**src/rtl/jk_pkg.sv**
```systemverilog
// Shared types and default sizing for the JK command sequencer.
// Op encodings map directly onto the downstream J/K drive pair.
package jk_pkg;

    localparam int JK_DEPTH_DEF = 4;
    localparam int JK_CNT_W_DEF = 4;

    typedef enum logic [1:0] {
        OP_HOLD = 2'b00,
        OP_CLR  = 2'b01,
        OP_SET  = 2'b10,
        OP_TOG  = 2'b11
    } jk_op_e;

    typedef enum logic {
        ST_IDLE  = 1'b0,
        ST_DRIVE = 1'b1
    } jk_state_e;

    // Returns {j, k} for an op.
    function automatic logic [1:0] op_to_jk(input jk_op_e op);
        logic [1:0] jk;
        case (op)
            OP_CLR:  jk = 2'b01;
            OP_SET:  jk = 2'b10;
            OP_TOG:  jk = 2'b11;
            default: jk = 2'b00;
        endcase
        return jk;
    endfunction

endpackage

```
**src/rtl/jk_cmd_fifo.sv**
```systemverilog
// Command FIFO: registered storage, extra-bit pointers, flush clears all entries.
// Push is dropped when full or flushing; pop is ignored when empty or flushing.
module jk_cmd_fifo
    import jk_pkg::*;
#(
    parameter int DEPTH = JK_DEPTH_DEF,
    parameter int W     = 6
) (
    input  logic         clk,
    input  logic         rst_n,
    input  logic         flush_i,
    input  logic         push_i,
    input  logic [W-1:0] wdata_i,
    input  logic         pop_i,
    output logic [W-1:0] rdata_o,
    output logic         full_o,
    output logic         empty_o
);

    localparam int          AW      = $clog2(DEPTH);
    localparam logic [AW:0] PTR_ONE = (AW + 1)'(1);

    logic [AW:0]  wr_ptr_q, wr_ptr_d;
    logic [AW:0]  rd_ptr_q, rd_ptr_d;
    logic [W-1:0] mem_q [DEPTH];
    logic         do_push, do_pop;

    // Same index with differing wrap bit means the writer lapped the reader.
    assign empty_o = (wr_ptr_q == rd_ptr_q);
    assign full_o  = (wr_ptr_q[AW] != rd_ptr_q[AW]) &&
                     (wr_ptr_q[AW-1:0] == rd_ptr_q[AW-1:0]);
    assign do_push = push_i && !full_o && !flush_i;
    assign do_pop  = pop_i && !empty_o && !flush_i;
    assign rdata_o = mem_q[rd_ptr_q[AW-1:0]];

    always_comb begin
        wr_ptr_d = wr_ptr_q;
        rd_ptr_d = rd_ptr_q;
        if (flush_i) begin
            wr_ptr_d = '0;
            rd_ptr_d = '0;
        end else begin
            if (do_push) wr_ptr_d = wr_ptr_q + PTR_ONE;
            if (do_pop)  rd_ptr_d = rd_ptr_q + PTR_ONE;
        end
    end

    always_ff @(posedge clk or negedge rst_n) begin
        if (!rst_n) begin
            wr_ptr_q <= '0;
            rd_ptr_q <= '0;
        end else begin
            wr_ptr_q <= wr_ptr_d;
            rd_ptr_q <= rd_ptr_d;
        end
    end

    always_ff @(posedge clk) begin
        if (do_push) mem_q[wr_ptr_q[AW-1:0]] <= wdata_i;
    end

endmodule

```
**src/rtl/jk_cmd_sequencer.sv**
```systemverilog
// Queues {op, cnt} commands and drives registered J/K for cnt cycles each, back to back.
// First drive cycle follows the edge after acceptance; cmd_ready drops when full or flushing.
module jk_cmd_sequencer
    import jk_pkg::*;
#(
    parameter int DEPTH = JK_DEPTH_DEF,
    parameter int CNT_W = JK_CNT_W_DEF
) (
    input  logic             clk,
    input  logic             rst_n,
    input  logic             cmd_valid,
    input  logic [1:0]       cmd_op,
    input  logic [CNT_W-1:0] cmd_cnt,
    output logic             cmd_ready,
    input  logic             flush,
    output logic             j,
    output logic             k,
    output logic             busy,
    output logic             cmd_done
);

    localparam int               FW      = 2 + CNT_W;
    localparam logic [CNT_W-1:0] CNT_ONE = CNT_W'(1);

    jk_state_e        state_q, state_d;
    jk_op_e           op_q, op_d;
    logic [CNT_W-1:0] rem_q, rem_d;
    logic             j_q, j_d, k_q, k_d;

    logic             fifo_full, fifo_empty, fifo_push, fifo_pop;
    logic [FW-1:0]    fifo_rdata;
    jk_op_e           head_op;
    logic [CNT_W-1:0] head_cnt;
    logic             last_cycle;

    // rst_n gates ready so nothing is offered as accepted while held in reset.
    assign cmd_ready  = rst_n && !fifo_full && !flush;
    assign fifo_push  = cmd_valid && cmd_ready;
    assign head_op    = jk_op_e'(fifo_rdata[FW-1 -: 2]);
    assign head_cnt   = fifo_rdata[CNT_W-1:0];
    assign last_cycle = (state_q == ST_DRIVE) && (rem_q == CNT_ONE);

    jk_cmd_fifo #(
        .DEPTH (DEPTH),
        .W     (FW)
    ) u_fifo (
        .clk     (clk),
        .rst_n   (rst_n),
        .flush_i (flush),
        .push_i  (fifo_push),
        .wdata_i ({cmd_op, cmd_cnt}),
        .pop_i   (fifo_pop),
        .rdata_o (fifo_rdata),
        .full_o  (fifo_full),
        .empty_o (fifo_empty)
    );

    always_comb begin
        state_d    = state_q;
        op_d       = op_q;
        rem_d      = rem_q;
        fifo_pop   = 1'b0;
        {j_d, k_d} = 2'b00;
        if (flush) begin
            state_d = ST_IDLE;
            rem_d   = '0;
        end else if ((state_q == ST_IDLE) || last_cycle) begin
            // Loading on the last drive cycle keeps consecutive commands gap-free.
            if (!fifo_empty) begin
                fifo_pop   = 1'b1;
                state_d    = ST_DRIVE;
                op_d       = head_op;
                rem_d      = (head_cnt == '0) ? CNT_ONE : head_cnt;
                {j_d, k_d} = op_to_jk(head_op);
            end else begin
                state_d = ST_IDLE;
                rem_d   = '0;
            end
        end else begin
            rem_d      = rem_q - CNT_ONE;
            {j_d, k_d} = op_to_jk(op_q);
        end
    end

    always_ff @(posedge clk or negedge rst_n) begin
        if (!rst_n) begin
            state_q <= ST_IDLE;
            op_q    <= OP_HOLD;
            rem_q   <= '0;
            j_q     <= 1'b0;
            k_q     <= 1'b0;
        end else begin
            state_q <= state_d;
            op_q    <= op_d;
            rem_q   <= rem_d;
            j_q     <= j_d;
            k_q     <= k_d;
        end
    end

    assign j        = j_q;
    assign k        = k_q;
    assign busy     = (state_q == ST_DRIVE) || !fifo_empty;
    assign cmd_done = last_cycle && !flush;

endmodule
```
**config.mk**
```make
export PLATFORM = sky130hd
export DESIGN_NAME = jk_cmd_sequencer
export DESIGN_NICKNAME = d
export VERILOG_FILES = /design/src/rtl/jk_pkg.sv /design/src/rtl/jk_cmd_fifo.sv /design/src/rtl/jk_cmd_sequencer.sv
export SDC_FILE = /design/constraint.sdc
export NUM_CORES = 1
export LEC_CHECK = 0
export BUFFER_PORTS_ARGS = -buffer_cell sky130_fd_sc_hd__buf_2
export CORE_MARGIN = 1
export CORE_UTILIZATION = 58
export DETAILED_ROUTE_END_ITERATION = 8
export PLACE_DENSITY = 0.78
export REMOVE_ABC_BUFFERS = 1
export SYNTH_ARGS = -nofsm -noshare
export SYNTH_HDL_FRONTEND = slang
export SYNTH_SLANG_ARGS = --single-unit
```
**constraint.sdc**
```tcl
create_clock -name clk -period 2 [get_ports clk]
set_input_delay 0.4 -clock clk [delete_from_list [all_inputs] [get_ports clk]]
set_output_delay 0.4 -clock clk [all_outputs]
set_load 0.02 [all_outputs]
```
==> impl_results.md, run 1 <==
* Post-Synthesis Cells at 116
* FFs w/ async S/R, synth at 38.46%
* CP startpoint kind: flip-flop
* Hold Crit Class: in -> reg
* CP max stage cell: dfrtp_1
* Site row count at 19
* Worst path required time at 1600 ps
* Die ar. at 3291 um^2
* Cell taking the most area after synthesis: edfxtp_1
* Max Slew Vio Count at 0
* CP Class: reg -> out
* Count of final hold-check violations at 0
* Antenna violations before repair at 0
* CTS buffer count at 5
* Rel. slew slack at 77.42%
* Routed Antenna Nets at 0
* DR vias at 1010
* Arrival time worst endpoint at 1590 ps
* Setup skew after layout at 16.17 ps
* Syn-to-layout area delta at 12.32%
* Most common cell after layout, fill and taps aside: edfxtp_1
* Die Height at 57.37 um
* Die Span X at 57.37 um
* Yosys warns at 0
* Ys flop type: edfxtp_1
* Dpl cells at 164
* # DRC at 3
* EDFF count, synth at 24
* Final worst-path cycle share at 99.41%
* Global placement routability congestion at 0.7401
* Critical path endpoint category: primary output
* Post-synthesis sequential area ratio at 61.65%
* Port buffer count at 14
* Top cell type's share of synthesized area at 40.53%
* P_leak at 0.0008471 uW
* Vias per cell at 5.771
* First-pass GRT wire length at 4740 um
* Post-route insts no fill at 175
* Synth Cell Area at 1778 um^2
* Synthesis-stage register bit count at 39
* Share of layout cells above drive strength 1 at 29.17%
* Largest net degree at the start of global routing at 16
* Min Tclk post-route at 1988 ps
* Detail Placement HPWL at 1964 um
* Synth area leaders: edfxtp_1 41%, dfrtp_1 21%, mux4_1 5.9%, ha_1 4.9%, mux4_2 2.5%
* Failing checks: design-rule violations
* TritonRoute pass-1 iters at 6
* # nets final at 160
* RSZ-0062 raised after global routing: true
* CTS tree: yes
* Number of fill cells at 176
* CTS Sinks at 39
* Outcome: finished with violations
* DRT Wirelength at 2808 um
* Clk buf depth at 2
* Crit-path max cell delay at 410 ps
* Worst-path cell chain: inv_2 -> ha_1 -> or3b_4 -> nor3_2 -> buf_4
* Pwr dens at 1050 nW/um^2
* CP top delay family: simple AND/OR/NAND/NOR gates
* CORE AREA at 2829 um^2
* Root buf cell: clkbuf_4
* Starting DRC count in detailed routing at 58
* Most frequent cells in the layout: 24 x edfxtp_1, 15 x dfrtp_1, 12 x buf_2, 10 x buf_4, 8 x inv_1
* IO Pins at 15
* Worst VDD drop at 0.6252 mV
* Grt total ovfl at 0
* Final setup vio count at 0
* Starting Density at 62.85%
* Synth cell types at 33
* Clock slew at reported path FFs at 120 ps
* Crit path buf inv count at 2
* Diodes inserted at 0
* Worst-Skew Late Latency at 340 ps
* CP max FO at 2
* Worst Max-Slew Pin Slew at 336.3 ps
* Max_cap viols at 0
* Fmax achieved at 0.5030 GHz
* Vias in the first global route at 1040
* Post-DR wirelength/cell at 16.05 um
* CTS H-tree depth at 2
* GRT Overall Usage at 20.28%
* Hold Worst Slack at 263.8 ps
* Avg Inst Size Synth at 15.33 um^2
## final timing paths
| kind | endpoint | startpoint | slack (ps) | cells past startpoint |
|---|---|---|---|---|
| worst max-delay path | cmd_done | rem_q[1] | 10 | 5 |
| worst min-delay path | u_fifo.mem_q[3][2] | cmd_cnt[2] | 260 | 1 |
| worst max register to register | u_fifo.rd_ptr_q[2] | rem_q[1] | 60 | 7 |
| worst min register to register | k | op_q[0] | 500 | 1 |
| max in group asynchronous | u_fifo.rd_ptr_q[2] | rst_n | 1280 | 3 |
| min in group asynchronous | rem_q[3] | rst_n | 530 | 3 |
## power breakdown
part           leakage, uW  internal (uW)  switching (uW)
sequential        0.000417            952            69.2
clock            0.0000288            135             256
combinational     0.000401            334             350
## cells in the mapped netlist (all sizes together) (3+ instances only)
master	n
and3	4
edfxtp	24
nand2b	3
dfrtp	15
inv	9
mux4	6
nand2	5
a21o	4
nand3	3
o22ai	3
a21oi	3
xnor2	5
nor3	3
nor2	4
ha	7
## worst reg2reg max path, stage by stage, from the launching register on
cell	delay, ps
dfrtp_1	410
inv_2	60
ha_1	120
or3b_4	380
buf_4	160
a32o_2	250
or3_1	310
a21oi_1	160
## stage by stage
| stage | setup WS [ps] | cell area, um^2 | utilization [%] | setup TNS [ps] | power (uW) |
|---|---|---|---|---|---|
| after floorplan | 83.62 | 1749 | - | 0 | 1494 |
| after global placement | 207.5 | 1903 | 67.27 | 0 | 1686 |
| after detailed placement | 150.1 | 1903 | 67.27 | 0 | 1706 |
| after CTS | 0.6384 | 1996 | 70.54 | 0 | 2112 |
| after global routing | -72.29 | 1997 | 70.59 | -101.6 | 2222 |
| final | 11.86 | 1997 | 70.59 | 0 | 2096 |
## registers in the layout, summed over array words and instances, names as in the netlist
signal	cells
j	1
u_fifo.mem_q	24
state_q	1
k	1
u_fifo.rd_ptr_q	3
rem_q	4
u_fifo.wr_ptr_q	3
op_q	2
## area by class of cell
cell class	instances	area, um^2	area share [%]
repair buffers	23	145.1	7.268
inverters	9	33.78	1.692
well taps	31	38.79	1.942
clock buffers	5	37.54	1.880
clock inverters	3	20.02	1.003
multi-input cells	65	625.6	31.33
flip-flops and latches	39	1096	54.89
## cell families after synthesis
family / Yosys count / share of synthesized area, %
multiplexers: 9 / 10.41
XOR/XNOR: 7 / 4.293
flip-flops: 39 / 61.65
AND/OR/NAND/NOR: 28 / 8.726
AO/OA/AOI/OAI: 14 / 6.474
adder cells (fa/ha/maj): 7 / 4.926
buffers and inverters: 12 / 3.518
## what timing repair did
action / CTS / global route
buffers inserted: 2 / 0
endpoints found under the hold margin: 5 / 0
pin swaps: 1 / 0
setup endpoints to repair: 2 / 10
resized for setup: 4 / 1
hold buffers: 1 / 0
## per-layer routing
layer	vias to the layer above	GRT usage (%)	routed length, um
met5	-	0	0
met4	0	8.362	21
met3	2	4.762	97
met2	19	34.22	1430
met1	503	25.24	1259
li1	486	-	-
Note: power is estimated with default switching activity, not from simulation.
==> run 2: changes to the inputs <==
Settings changed: ABC_AREA from default to 1.
==> impl_results.md, run 2 <==
* Internal power at 1366 uW (was 1421 uW)
* Die Span X at 58.98 um (was 57.37 um)
* Share of layout cells above drive strength 1 at 20.98% (was 29.17%)
* Most frequent cells in the layout: 52 x nand2_1, 24 x edfxtp_1, 20 x nand3_1, 15 x inv_1 (was 24 x edfxtp_1, 15 x dfrtp_1, 12 x buf_2, 10 x buf_4, 8 x inv_1)
* R2r startpoint: u_fifo.rd_ptr_q[0] (was rem_q[1])
* Count leader, synth: nand2_1 (was edfxtp_1)
* Sw power at 832.7 uW (was 675.7 uW)
* Worst Max-Slew Pin Slew at 540.8 ps (was 336.3 ps)
* Top cells by count, synth: 52 x nand2_1, 24 x edfxtp_1, 20 x nand3_1 (was 24 x edfxtp_1, 15 x dfrtp_1, 9 x inv_1)
* DRT Wirelength at 3497 um (was 2808 um)
* Syn-to-layout area delta at 8.638% (was 12.32%)
* P_leak at 0.0009289 uW (was 0.0008471 uW)
* Synth Cell Area at 1883 um^2 (was 1778 um^2)
* Die ar. at 3479 um^2 (was 3291 um^2)
* Avg Inst Size Synth at 10.23 um^2 (was 15.33 um^2)
* IO Pins at 15 (unchanged)
* Post-place instance area at 1982 um^2 (was 1903 um^2)
* Flop pwr share at 47.0% (was 48.7%)
* Post-synthesis sequential area ratio at 58.21% (was 61.65%)
* Site row count at 20 (was 19)
* Starting Density at 61.18% (was 62.85%)
* First-pass GRT wire length at 5561 um (was 4740 um)
* Detail Placement HPWL at 2683 um (was 1964 um)
* Synth area leaders: edfxtp_1 38%, dfrtp_1 20%, nand2_1 10%, nand3_1 5.3%, ha_1 4.7% (was edfxtp_1 41%, dfrtp_1 21%, mux4_1 5.9%, ha_1 4.9%, mux4_2 2.5%)
* # nets final at 221 (was 160)
* Vias per cell at 5.225 (was 5.771)
* Logic pwr share at 35.4% (was 32.6%)
* Pwr dens at 1075 nW/um^2 (was 1050 nW/um^2)
* Post-Synthesis Cells at 184 (was 116)
* Clock power frac at 17.6% (was 18.7%)
* Final worst-path cycle share at 96.35% (was 99.41%)
* Die Height at 58.98 um (was 57.37 um)
* Worst Min Path Start: cmd_cnt[3] (was cmd_cnt[2])
* CTS tree: yes (unchanged)
* Vias in the first global route at 1258 (was 1040)
* Synthesis-stage register bit count at 39 (unchanged)
* Worst path required time at 1600 ps (about the same)
* Count of final hold-check violations at 0 (unchanged)
* CORE AREA at 3078 um^2 (was 2829 um^2)
* GRT Overall Usage at 22.76% (was 20.28%)
* Worst-Skew Late Latency at 350 ps (was 340 ps)
* Max Slew Vio Count at 0 (unchanged)
* TritonRoute pass-1 iters at 4 (was 6)
* Starting DRC count in detailed routing at 61 (was 58)
* Most common cell after layout, fill and taps aside: nand2_1 (was edfxtp_1)
* Yosys warns at 0 (unchanged)
* Hold Crit Class: in -> reg (unchanged)
* RR Endpoint: u_fifo.mem_q[0][2] (was u_fifo.rd_ptr_q[2])
* Max_cap viols at 0 (unchanged)
* Post-DR wirelength/cell at 14.04 um (was 16.05 um)
* EDFF count, synth at 24 (unchanged)
* Diodes inserted at 0 (unchanged)
* Final setup vio count at 0 (unchanged)
* Setup slack, reg-to-reg at 130 ps (was 60 ps)
* CP Class: reg -> out (unchanged)
* CTS buffer count at 5 (unchanged)
* Critical path endpoint category: primary output (unchanged)
* Cell taking the most area after synthesis: edfxtp_1 (unchanged)
* Outcome: completed (was finished with violations)
* Global placement routability congestion at 0.8678 (was 0.7401)
* Cell area after layout at 2046 um^2 (was 1997 um^2)
* Worst VDD drop at 0.5915 mV (was 0.6252 mV)
* Post-CTS Setup Bufs at 0 (was 2)
* Routed Antenna Nets at 0 (unchanged)
* FFs w/ async S/R, synth at 38.46% (unchanged)
* Top cell type's share of synthesized area at 38.27% (was 40.53%)
* Port buffer count at 14 (unchanged)
* Largest net degree at the start of global routing at 16 (unchanged)
* RSZ-0062 raised after global routing: false (was true)
* DR vias at 1301 (was 1010)
* Fmax achieved at 0.5190 GHz (was 0.5030 GHz)
* Synth cell types at 25 (was 33)
* CTS Sinks at 39 (unchanged)
* Max FFs per register at 24 (unchanged)
* Grt total ovfl at 0 (unchanged)
* CTS H-tree depth at 2 (unchanged)
* Min Tclk post-route at 1927 ps (was 1988 ps)
* Net Sw Frac at 37.88% (was 32.23%)
* Hold endpoint: u_fifo.mem_q[1][3] (was u_fifo.mem_q[3][2])
* Hold Path Depth at 1 (unchanged)
* Number of fill cells at 266 (was 176)
* # DRC at 0 (was 3)
* CP max FO at 13 (was 2)
* Worst R2R Path Depth at 6 (was 7)
* Ys flop type: edfxtp_1 (unchanged)
* Setup_tns at 0 ps (unchanged)
* Clock slew at reported path FFs at 120 ps (about the same)
* Rel. slew slack at 63.82% (was 77.42%)
* Layout Utilization at 66.46% (was 70.59%)
* CP startpoint kind: flip-flop (unchanged)
* Antenna violations before repair at 0 (unchanged)
* Setup skew after layout at 13.09 ps (was 16.17 ps)
* Root buf cell: clkbuf_4 (unchanged)
* Clk buf depth at 2 (unchanged)
* Arrival time worst endpoint at 1530 ps (was 1590 ps)
run 2: changes by cell type in the layout (fill, tap and decap cells not counted), sizes merged, moves of 3 or more:
cell | before | now
nand3 | 3 | 24
and3 | 4 | 0
nand2 | 5 | 60
mux4 | 6 | 0
buf | 22 | 16
inv | 9 | 20
o21ai | 1 | 5
nor2 | 4 | 13
nand2b | 3 | 0
a21o | 4 | 0
xnor2 | 5 | 2
run 2: final cells by class:
| class | count | area [um^2] | share of cell area [%] |
|---|---|---|---|
| Timing Repair Buffer | 17 | 95.09 | 4.648 |
| Inverter | 21 | 102.6 | 5.015 |
| Sequential cell | 39 | 1097 | 53.64 |
| Multi-Input combinational cell | 120 | 645.6 | 31.56 |
| Tap cell | 44 | 55.05 | 2.691 |
| Clock buffer | 7 | 45.04 | 2.202 |
| Clock inverter | 1 | 5.005 | 0.2446 |
run 2: worst max path at each step:
stage | startpoint | endpoint | slack (ps) | depth (start not counted)
6_report | u_fifo.rd_ptr_q[0] | cmd_ready | 70 | 7
5_1_grt | u_fifo.rd_ptr_q[0] | cmd_ready | 4 | 7
3_5_place_dp | u_fifo.rd_ptr_q[1] | u_fifo.mem_q[3][5] | 190 | 6
2_1_floorplan | u_fifo.rd_ptr_q[0] | u_fifo.mem_q[0][0] | 290 | 6
3_3_place_gp | u_fifo.rd_ptr_q[1] | u_fifo.mem_q[2][1] | 290 | 6
4_1_cts | u_fifo.rd_ptr_q[1] | cmd_ready | 40 | 7
run 2: power by group through the flow:
stage               logic [uW]  registers (uW)  clock network, uW
floorplan                  551            1070                  0
global placement           755            1050                  0
CTS                        782            1030                388
global route               873            1050                411
detailed placement         775            1050                  0
finish                     778            1030                386
run 2: critical path, stage by stage, from the launching register on:
cell,delay [ps]
dfrtp_1,490
inv_6,140
nand2_2,60
nand2_2,100
nand3_2,100
nand2_1,60
inv_1,60
buf_2,160
run 2: metrics by stage:
step                hold WS (ps)  total power (uW)  setup WS (ps)  std cells
CTS                        271.7              2205          35.42        249
global route               271.4              2333          4.290        249
detailed placement         372.3              1827          192.2        240
floorplan                  104.4              1622          287.4        180
global placement           362.6              1801          285.2        240
finish                     269.6              2198          73.06        249
run 2: logic make-up (layout without fill, tap and decap cells):
logic type,count (synthesis),after routing,synth area share [%]
buf+inv,25,46,7.641
fa+ha+maj,7,7,4.651
compound gates,10,10,2.923
flops,39,39,58.21
xor+xnor,3,3,1.396
simple gates,100,100,25.18
run 2: per-layer routing:
metal	global-route usage, %	routed length [um]	up-vias
li1	-	-	643
met1	26.84	1475	606
met2	37.82	1777	40
met3	6.550	144	12
met4	11.90	99	0
met5	0	0	-
run 2: repair_timing:
item,in CTS,in global routing
gates resized for setup,0,2
hold buffers,1,0
hold endpoints to repair,15,0
endpoints found under the setup margin,0,1
